<file path="src/rtl/square_osc_voice_scheduler_if.sv">
// Configuration write port and mixed-sample output of the square-wave voice scheduler.
// The sound CPU glue is the master; the scheduler is the slave.
interface square_osc_voice_scheduler_if #(
    parameter int unsigned VOICE_SHIFT = 2,
    parameter int unsigned CNT_WIDTH   = 16
);
    logic                   cfg_we;
    logic [VOICE_SHIFT-1:0] cfg_addr;
    logic [CNT_WIDTH-1:0]   cfg_half_period;
    logic                   cfg_enable;
    logic [15:0]            out;
    logic                   out_valid;

    modport master (
        output cfg_we, cfg_addr, cfg_half_period, cfg_enable,
        input  out, out_valid
    );

    modport slave (
        input  cfg_we, cfg_addr, cfg_half_period, cfg_enable,
        output out, out_valid
    );
endinterface

</file>
<file path="src/rtl/square_osc_voice_scheduler.sv">
// Time-multiplexed square-wave oscillator: one voice is stepped per clk after each
// sample tick, and the voice levels are averaged into a 16-bit unsigned sample.
module square_osc_voice_scheduler #(
    parameter int unsigned VOICE_SHIFT = 2,
    parameter int unsigned CNT_WIDTH   = 16
) (
    input  logic                          clk,
    input  logic                          reset_n,
    input  logic                          audio_clk_en,
    square_osc_voice_scheduler_if.slave   bus,
    output logic                          busy,
    output logic                          overrun
);
    localparam int unsigned VOICES    = 1 << VOICE_SHIFT;
    localparam int unsigned ACC_WIDTH = 16 + VOICE_SHIFT;

    typedef enum logic {IDLE, UPDATE} state_t;

    state_t                 state_q, state_d;
    logic [CNT_WIDTH-1:0]   hp_q  [VOICES];
    logic                   en_q  [VOICES];
    logic [CNT_WIDTH-1:0]   cnt_q [VOICES];
    logic                   ph_q  [VOICES];
    logic [VOICE_SHIFT-1:0] idx_q, idx_d;
    logic [ACC_WIDTH-1:0]   acc_q, acc_d, acc_sum;
    logic [15:0]            out_d;
    logic                   out_valid_d, busy_d, overrun_d;
    logic [CNT_WIDTH-1:0]   cnt_step;
    logic                   ph_step;
    logic                   cfg_hit;
    logic [CNT_WIDTH:0]     cnt_inc;
    logic                   last_voice;

    // State register
    always_ff @(posedge clk or negedge reset_n) begin
        if (!reset_n) state_q <= IDLE;
        else          state_q <= state_d;
    end

    assign last_voice = (idx_q == VOICE_SHIFT'(VOICES - 1));

    // Next-state logic
    always_comb begin
        state_d = state_q;
        case (state_q)
            IDLE:    if (audio_clk_en) state_d = UPDATE;
            UPDATE:  if (last_voice)   state_d = IDLE;
            default: state_d = IDLE;
        endcase
    end

    // Voice step and mix datapath; a config write to the voice in flight silences it this tick
    always_comb begin
        idx_d       = idx_q;
        acc_d       = acc_q;
        out_d       = bus.out;
        out_valid_d = 1'b0;
        busy_d      = 1'b0;
        overrun_d   = 1'b0;
        cnt_step    = '0;
        ph_step     = 1'b0;
        cfg_hit     = 1'b0;
        acc_sum     = acc_q;
        cnt_inc     = (CNT_WIDTH + 1)'(cnt_q[idx_q]) + (CNT_WIDTH + 1)'(1);
        case (state_q)
            IDLE: begin
                if (audio_clk_en) begin
                    idx_d  = '0;
                    acc_d  = '0;
                    busy_d = 1'b1;
                end
            end
            UPDATE: begin
                overrun_d = audio_clk_en;
                cfg_hit   = bus.cfg_we && (bus.cfg_addr == idx_q);
                if (!en_q[idx_q] || hp_q[idx_q] == '0) begin
                    cnt_step = '0;
                    ph_step  = 1'b0;
                end else if (cnt_inc >= (CNT_WIDTH + 1)'(hp_q[idx_q])) begin
                    cnt_step = '0;
                    ph_step  = ~ph_q[idx_q];
                end else begin
                    cnt_step = cnt_inc[CNT_WIDTH-1:0];
                    ph_step  = ph_q[idx_q];
                end
                acc_sum = acc_q + ((ph_step && !cfg_hit) ? ACC_WIDTH'(16'hFFFF) : ACC_WIDTH'(0));
                if (last_voice) begin
                    out_d       = 16'(acc_sum >> VOICE_SHIFT);
                    out_valid_d = 1'b1;
                    idx_d       = '0;
                end else begin
                    idx_d  = idx_q + VOICE_SHIFT'(1);
                    acc_d  = acc_sum;
                    busy_d = 1'b1;
                end
            end
            default: ;
        endcase
    end

    // Datapath and output registers
    always_ff @(posedge clk or negedge reset_n) begin
        if (!reset_n) begin
            idx_q         <= '0;
            acc_q         <= '0;
            bus.out       <= '0;
            bus.out_valid <= 1'b0;
            busy          <= 1'b0;
            overrun       <= 1'b0;
        end else begin
            idx_q         <= idx_d;
            acc_q         <= acc_d;
            bus.out       <= out_d;
            bus.out_valid <= out_valid_d;
            busy          <= busy_d;
            overrun       <= overrun_d;
        end
    end

    // Per-voice state: config writes take priority over stepping
    always_ff @(posedge clk or negedge reset_n) begin
        if (!reset_n) begin
            for (int v = 0; v < VOICES; v++) begin
                hp_q[v]  <= '0;
                en_q[v]  <= 1'b0;
                cnt_q[v] <= '0;
                ph_q[v]  <= 1'b0;
            end
        end else begin
            for (int v = 0; v < VOICES; v++) begin
                if (bus.cfg_we && bus.cfg_addr == VOICE_SHIFT'(v)) begin
                    hp_q[v]  <= bus.cfg_half_period;
                    en_q[v]  <= bus.cfg_enable;
                    cnt_q[v] <= '0;
                    ph_q[v]  <= 1'b0;
                end else if (state_q == UPDATE && idx_q == VOICE_SHIFT'(v)) begin
                    cnt_q[v] <= cnt_step;
                    ph_q[v]  <= ph_step;
                end
            end
        end
    end
endmodule
</file>
<file path="src/flat_wrapper.sv">
// flat-port wrapper written by rule: the top's interface ports become plain ports
module square_osc_voice_scheduler_flat 
#(
    parameter int unsigned VOICE_SHIFT = 2,
    parameter int unsigned CNT_WIDTH   = 16
)
  (clk, reset_n, audio_clk_en, busy, overrun, bus_cfg_we, bus_cfg_addr, bus_cfg_half_period, bus_cfg_enable, bus_out, bus_out_valid);
  square_osc_voice_scheduler_if #(.VOICE_SHIFT(VOICE_SHIFT), .CNT_WIDTH(CNT_WIDTH)) bus_i ();
  input  logic clk;
  input  logic reset_n;
  input  logic audio_clk_en;
  output logic busy;
  output logic overrun;
  input wire logic [$bits(bus_i.cfg_we)-1:0] bus_cfg_we;
  input wire logic [$bits(bus_i.cfg_addr)-1:0] bus_cfg_addr;
  input wire logic [$bits(bus_i.cfg_half_period)-1:0] bus_cfg_half_period;
  input wire logic [$bits(bus_i.cfg_enable)-1:0] bus_cfg_enable;
  output wire logic [$bits(bus_i.out)-1:0] bus_out;
  output wire logic [$bits(bus_i.out_valid)-1:0] bus_out_valid;
  assign bus_i.cfg_we = bus_cfg_we;
  assign bus_i.cfg_addr = bus_cfg_addr;
  assign bus_i.cfg_half_period = bus_cfg_half_period;
  assign bus_i.cfg_enable = bus_cfg_enable;
  assign bus_out = bus_i.out;
  assign bus_out_valid = bus_i.out_valid;
  square_osc_voice_scheduler #(.VOICE_SHIFT(VOICE_SHIFT), .CNT_WIDTH(CNT_WIDTH)) u_core (.clk(clk), .reset_n(reset_n), .audio_clk_en(audio_clk_en), .bus(bus_i), .busy(busy), .overrun(overrun));
endmodule
</file>
<file path="config.mk">
export PLATFORM = sky130hd
export DESIGN_NAME = square_osc_voice_scheduler_flat
export DESIGN_NICKNAME = d
export VERILOG_FILES = /design/src/rtl/square_osc_voice_scheduler_if.sv /design/src/rtl/square_osc_voice_scheduler.sv /design/src/flat_wrapper.sv
export SDC_FILE = /design/constraint.sdc
export NUM_CORES = 1
export LEC_CHECK = 0
export BUFFER_PORTS_ARGS = -buffer_cell sky130_fd_sc_hd__buf_2
export CORE_MARGIN = 2
export CORE_UTILIZATION = 35
export CTS_BUF_LIST = sky130_fd_sc_hd__clkbuf_16
export DETAILED_ROUTE_END_ITERATION = 8
export MAX_ROUTING_LAYER = met4
export PLACE_DENSITY = 0.59
export SLEW_MARGIN = 0
export SYNTH_ARGS = -nofsm -noshare
export SYNTH_HDL_FRONTEND = slang
export SYNTH_SLANG_ARGS = --single-unit
</file>
<file path="constraint.sdc">
create_clock -name clk -period 20.1 [get_ports clk]
set_input_delay 3.015 -clock clk [delete_from_list [all_inputs] [get_ports clk]]
set_output_delay 3.015 -clock clk [all_outputs]
set_load 0.01 [all_outputs]
</file>
# Word-level counts from Yosys, hierarchy flattened
# Cells that the tools add are included.
[totals] regBits=175 inputBits=23 output_inout_bits=19 word_cells=109
[classes] addsub=3 order_cmp=2 n_eq_ne=9 mux=48 bitwise_logic=3 n_reduce_logical=22
[op_table] operator="16-bit 2-to-1 mux" count=16
[op_table] operator="16-bit binary-select mux with 2-bit select" count=2
[op_table] operator="18-bit 2-to-1 mux" count=2
[op_table] operator="18-bit case mux with 2 select lines" count=1
[op_table] operator="1-bit 2-to-1 mux" count=21
[op_table] operator="18-bit adder" count=1
[op_table] operator="16-bit by 1-bit adder with 17-bit output (second input constant)" count=1
[op_table] operator="17-bit by 16-bit >= comparator with 1-bit output" count=1
[op_table] operator="16-bit zero test" count=1
[op_table] operator="1-bit logical AND" count=10
[op_table] operator="2-bit equality test (second input constant)" count=4
[op_table] operator="2-bit nonzero test" count=4
[op_table] operator="1-bit binary-select mux with 2-bit select" count=2
[op_table] operator="2-bit by 1-bit equality test with 1-bit output (second input constant)" count=2
[op_table] operator="2-bit zero test" count=2
[op_table] operator="2-bit 2-to-1 mux" count=2
[op_table] operator="2-bit != test (second input constant)" count=2
[op_table] operator="2-bit case mux with 2 select lines" count=1
[op_table] operator="2-bit AND reduction" count=2
[op_table] operator="3-bit >= comparator (second input constant)" count=1
[op_table] operator="2-bit NOT with 3-bit output" count=1
[op_table] operator="2-bit by 1-bit adder with 2-bit output (second input constant)" count=1
[op_table] operator="2-bit equality test" count=1
[op_table] operator="1-bit zero test" count=2
[op_table] operator="other kinds (3)" count=4

# Logic depth before layout (Yosys ltp)
[depth] word_depth=14 ltp_mapped=28 ltp_nobuf=27

# Worst setup path before layout
# OpenSTA, ideal clock, no wires.
[synth_path] kind="reg2reg" start="register u_core.idx_q[0]" end="register u_core.bus.out[15]" setup_time_ns=0.131 arrival_time_ns=6.459 t_required_ns=19.969 setup_slack_ns=13.510 path_stages_with_launch=26 path_buffers=1 synth_period_minus_slack_ns=6.590 cell_sequence="dfrtp_1 > buf_6 > mux2_2 > o21ai_2 > inv_1 > ha_1 > nand3_1 > nor2_1 > and3_1 > xor2_1 > ha_1 > nand3_1 > a21boi_0 > a2111oi_0 > a31oi_1 > nor4b_1 > nor2_1 > a31oi_1 > ha_1 > a21oi_1 > nand2_1 > o41ai_1 > o221ai_1 > a41oi_1 > xor2_1 > o21ai_0"
[synth_via] elab_chain_cells=12
[synth_lines] item="from (decl)" line="square_osc_voice_scheduler.sv:24" text="logic [VOICE_SHIFT-1:0] idx_q, idx_d;"
[synth_lines] item="from (signal assigned)" line="square_osc_voice_scheduler.sv:111" text="idx_q <= idx_d;"
[synth_lines] item="2-bit NOT with 3-bit output (implied by the code)"
[synth_lines] item="16-bit binary-select mux with 2-bit select" line="square_osc_voice_scheduler.sv:64" text="cnt_inc = (CNT_WIDTH + 1)'(cnt_q[idx_q]) + (CNT_WIDTH + 1)'(1);"
[synth_lines] item="16-bit 2-to-1 mux (implied by the code) (2 in a row)" line="square_osc_voice_scheduler.sv:64"
[synth_lines] item="16-bit by 1-bit adder with 17-bit output" line="square_osc_voice_scheduler.sv:64"
[synth_lines] item="17-bit by 16-bit >= comparator with 1-bit output" line="square_osc_voice_scheduler.sv:79" text="end else if (cnt_inc >= (CNT_WIDTH + 1)'(hp_q[idx_q])) begin"
[synth_lines] item="1-bit 2-to-1 mux" line="square_osc_voice_scheduler.sv:79"
[synth_lines] item="1-bit 2-to-1 mux" line="square_osc_voice_scheduler.sv:76" text="if (!en_q[idx_q] || hp_q[idx_q] == '0) begin"
[synth_lines] item="1-bit 2-to-1 mux" line="square_osc_voice_scheduler.sv:65" text="case (state_q)"
[synth_lines] item="1-bit logical AND" line="square_osc_voice_scheduler.sv:86" text="acc_sum = acc_q + ((ph_step && !cfg_hit) ? ACC_WIDTH'(16'hFFFF) : ACC_WIDTH'(0));"
[synth_lines] item="16-bit 2-to-1 mux" line="square_osc_voice_scheduler.sv:86"
[synth_lines] item="18-bit adder" line="square_osc_voice_scheduler.sv:86"
[synth_lines] item="to (signal assigned)" line="square_osc_voice_scheduler.sv:113" text="bus.out <= out_d;"
[synth_lines] item="to (decl)" line="square_osc_voice_scheduler_if.sv:21" text="output out, out_valid"
# Parallel ways exist; a longest one is shown, timed or not. The select of a mux whose other input is x is not followed.
# A chain may end at the register's enable or synchronous reset.

# Final worst setup path
# Same ends and word-level chain as after synthesis.

==> flow_summary.yaml <==
final_layout:
  nNetsFinal: 814
  drive_gt1_share_pct: 26.6
  antennaDiodeCount: 0
  syn_to_final_growth_pct: 12.8
detailed_routing:
  routed_via_density: 5.49
  wl_per_cell_um: 18.2
  wirelength_um: 20000
  drc: 0
  drtAntennaViolNets: 0
  dr.pass1.iters: 5
  vias: 6022
  first_iter_violations: 406
placed_design:
  dp_slack_ps: 12710
  hpwl_um: 13300
  io_buffers: 41
  gp_congestion: 0.863
sta:
  hold_viol_final: 0
  final_max_slew_viol_count: 0
  skew_ps: 13.0
  setup_viol: 0
  finalCriticalPeriod_ps: 7330
  period_share_pct: 36.5
  worst_pin_slew_ps: 1170
  relSlewSlack_pct: 22.0
  fmax_mhz: 136
  rsz0062_at_grt: "no"
  tns_ps: 0
  setup_ws_ps: 12770
critical_path:
  critical_path.slowest_cell: "dfrtp_2"
  worstPathArrival_ps: 7650
  end_kind: "register"
  cpPeakStageDelay_ps: 850
  cp-startpoint: "u_core.idx_q[0]"
  r2r_end: "u_core.bus.out[15]"
  worst_r2r_path_depth: 25
  crit_type: "register to register"
  start_kind: "register"
  crit_fanout: 22
  cpMostUsedCell: "ha_1"
  crit_required_ps: 20420
  worstReg2RegStart: "u_core.idx_q[0]"
  ff2ff_setup_slack_ps: 12770
logic_synthesis:
  synth_top_area_share_pct: 49.0
  yosysSeqAreaShare_pct: 49.0
  syn_nets: 777
  synth_edf_count: 0
  yosys_warnings: 0
  synth_area_per_cell_um2: 12.5
  synth_flop_cell: "dfrtp_1"
  synth_async_sr_flop_share_pct: 100
  synth-seq-cells: 175
  netlist_instances: 716
  yosys.cell_types.count: 58
  synth_top_area_cell: "dfrtp_1"
  ys_top_cells_by_area: "dfrtp_1 49%, mux2_2 9.2%, mux4_2 8.3%"
  syn_area_um2: 8930
outcome:
  outcome: "finished clean"
power_and_ir_drop:
  pwr-share-comb_pct: 32.5
  peakVddDrop_mv: 0.0831
  p_int_mw: 0.726
  seqPwrFrac_pct: 38.9
  clock_power_share_pct: 28.6
  p_switching_mw: 0.430
  leakage_nw: 4.54
  cellPowerDensity_nw_per_um2: 115
  sw_frac_of_total_pct: 37.2
clock_network:
  cts.htree.levels: 4
  ctsResizeCount: 0
  postCtsSetupBuffers: 0
  clk_pin_slew_ps: 80
  cts_inserted_buffers: 17
  cts_tree: "yes"
  ctsHoldBuffers: 0
  clockBufferDepth: 2
  cts_root_buffer: "clkbuf_16"
  clock_latency_ps: 440
  clock-sinks: 175
die:
  die_h_um: 164
  dieWidth_um: 164
  ios: 42
  dieArea_um2: 26800
  initial_core_util_pct: 35.6
  rows: 58
  core_um2: 25100
min_path:
  hold_path.class: "register to register"
  holdCritStartpoint: "u_core.bus.out[9]"
  whs_path_depth: 2
  whs_endpoint: "u_core.bus.out[9]"
flow_run:
  maxCapViolations: 0
global_routing:
  grt_pass1_vias: 6082
  grt_max_degree: 104
  globalRoute.totalOverflow: 0
  track_usage_pct: 16.3
  grt_pass1_wl_um: 33200
  antenna_found_initial: 0
layout by cell type (no fill, tap or decap), types with 6 or more instances in the layout:
master,netlist,final
inv_1,31,31
ha_1,37,37
a31oi_1,6,6
buf_2,3,40
a22o_1,30,30
nand4_1,7,7
nor2_1,25,25
a32o_1,46,46
buf_4,1,11
xnor2_1,17,17
nand3_1,23,23
o21ai_0,21,21
xor2_1,11,11
clkbuf_16,0,17
mux2_2,73,73
nand2b_1,7,7
and2_1,9,9
dfrtp_1,175,173
nand2_1,50,50
mux4_2,33,33
a21oi_1,15,14
power groups by stage:
stage          clock, mW  combinational (mW)  sequential [mW]
2_1_floorplan          0               0.279            0.442
3_3_place_gp           0               0.375            0.457
3_5_place_dp           0               0.379            0.457
4_1_cts            0.340               0.380            0.451
5_1_grt            0.355               0.414            0.459
6_report           0.331               0.375            0.449
critical path, delay by kind of cell (launching register included):
family	cells	cell delay, ps
AOI/OAI and AO/OA	10	2940
adders and majority gates	3	850
DFF	1	850
muxes	1	420
and+or+nand+nor	7	1190
buffers and inverters	2	390
xor gates and xnor gates	2	530
through the flow:
stage	hold slack (ps)	total power, mW	std cells	utilization [%]	cell area (um2)
floorplan	455	0.722	716	-	8930
global placement	457	0.832	1064	37.8	9480
detailed placement	458	0.836	1064	37.8	9480
CTS	475	1.17	1096	40.1	10100
global route	505	1.23	1096	40.1	10100
finish	472	1.16	1096	40.1	10100
synth_stat cells (all sizes together), types with 3 or more instances:
master and n:
a31o 3, a21oi 15, o31ai 4, xor2 11
nor3b 4, nand4 8, o21ai 22, ha 37
nand2 50, nand2b 7, or3 4, o21a 3
and2 9, mux2 73, mux4 33, nor2 25
a32o 46, nor2b 3, buf 16, nand3 23
or2 3, nor4 4, a31oi 6, xnor2 17
dfrtp 175, inv 31, a22o 30, nor3 6
and3 4, clkbuf 18
flip-flops by register name (all words and copies together) (netlist names):
name	count
u_core.bus.out	16
u_core.en_q	4
u_core.acc_q	18
u_core.idx_q	2
u_core.hp_q	64
u_core.cnt_q	64
u_core.busy	1
u_core.ph_q	4
u_core.overrun	1
u_core.bus.out_valid	1
per-layer routing:
layer	GRT usage [%]	vias to the layer above	share of wire, %
met5	-	-	0
met4	4.43	0	1.2
met3	2.65	17	3.8
met2	25.0	118	47
met1	22.5	3093	48
li1	-	2794	-
final cells by class:
| cell class | count | area, um2 |
|---|---|---|
| Fill cell | 2443 | 15000 |
| Sequential cell | 175 | 4380 |
| Multi-Input combinational cell | 475 | 4270 |
| Clock buffer | 17 | 425 |
| Tap cell | 330 | 413 |
| Timing Repair Buffer | 52 | 294 |
| Clock inverter | 15 | 168 |
| Inverter | 32 | 120 |
worst max-delay path by stage:
| stage | cells after the start | slack, ps | endpoint |
|---|---|---|---|
| after floorplan | 25 | 13510 | u_core.bus.out[15] |
| after global placement | 25 | 12870 | u_core.acc_q[17] |
| after detailed placement | 25 | 12710 | u_core.bus.out[15] |
| after CTS | 25 | 12680 | u_core.acc_q[17] |
| after global routing | 25 | 11980 | u_core.acc_q[17] |
| final | 25 | 12770 | u_core.bus.out[15] |
cell families (layout without fill, tap and decap cells):
logic type,after synthesis,in the layout,synth area share [%]
simple gates,155,155,8.77
buf+inv,66,116,3.19
mux,107,107,17.6
flops,175,175,49.0
fa+ha+maj,38,38,5.41
compound gates,147,147,13.2
xor+xnor,28,28,2.75
Power figures use the tool's default switching activity.
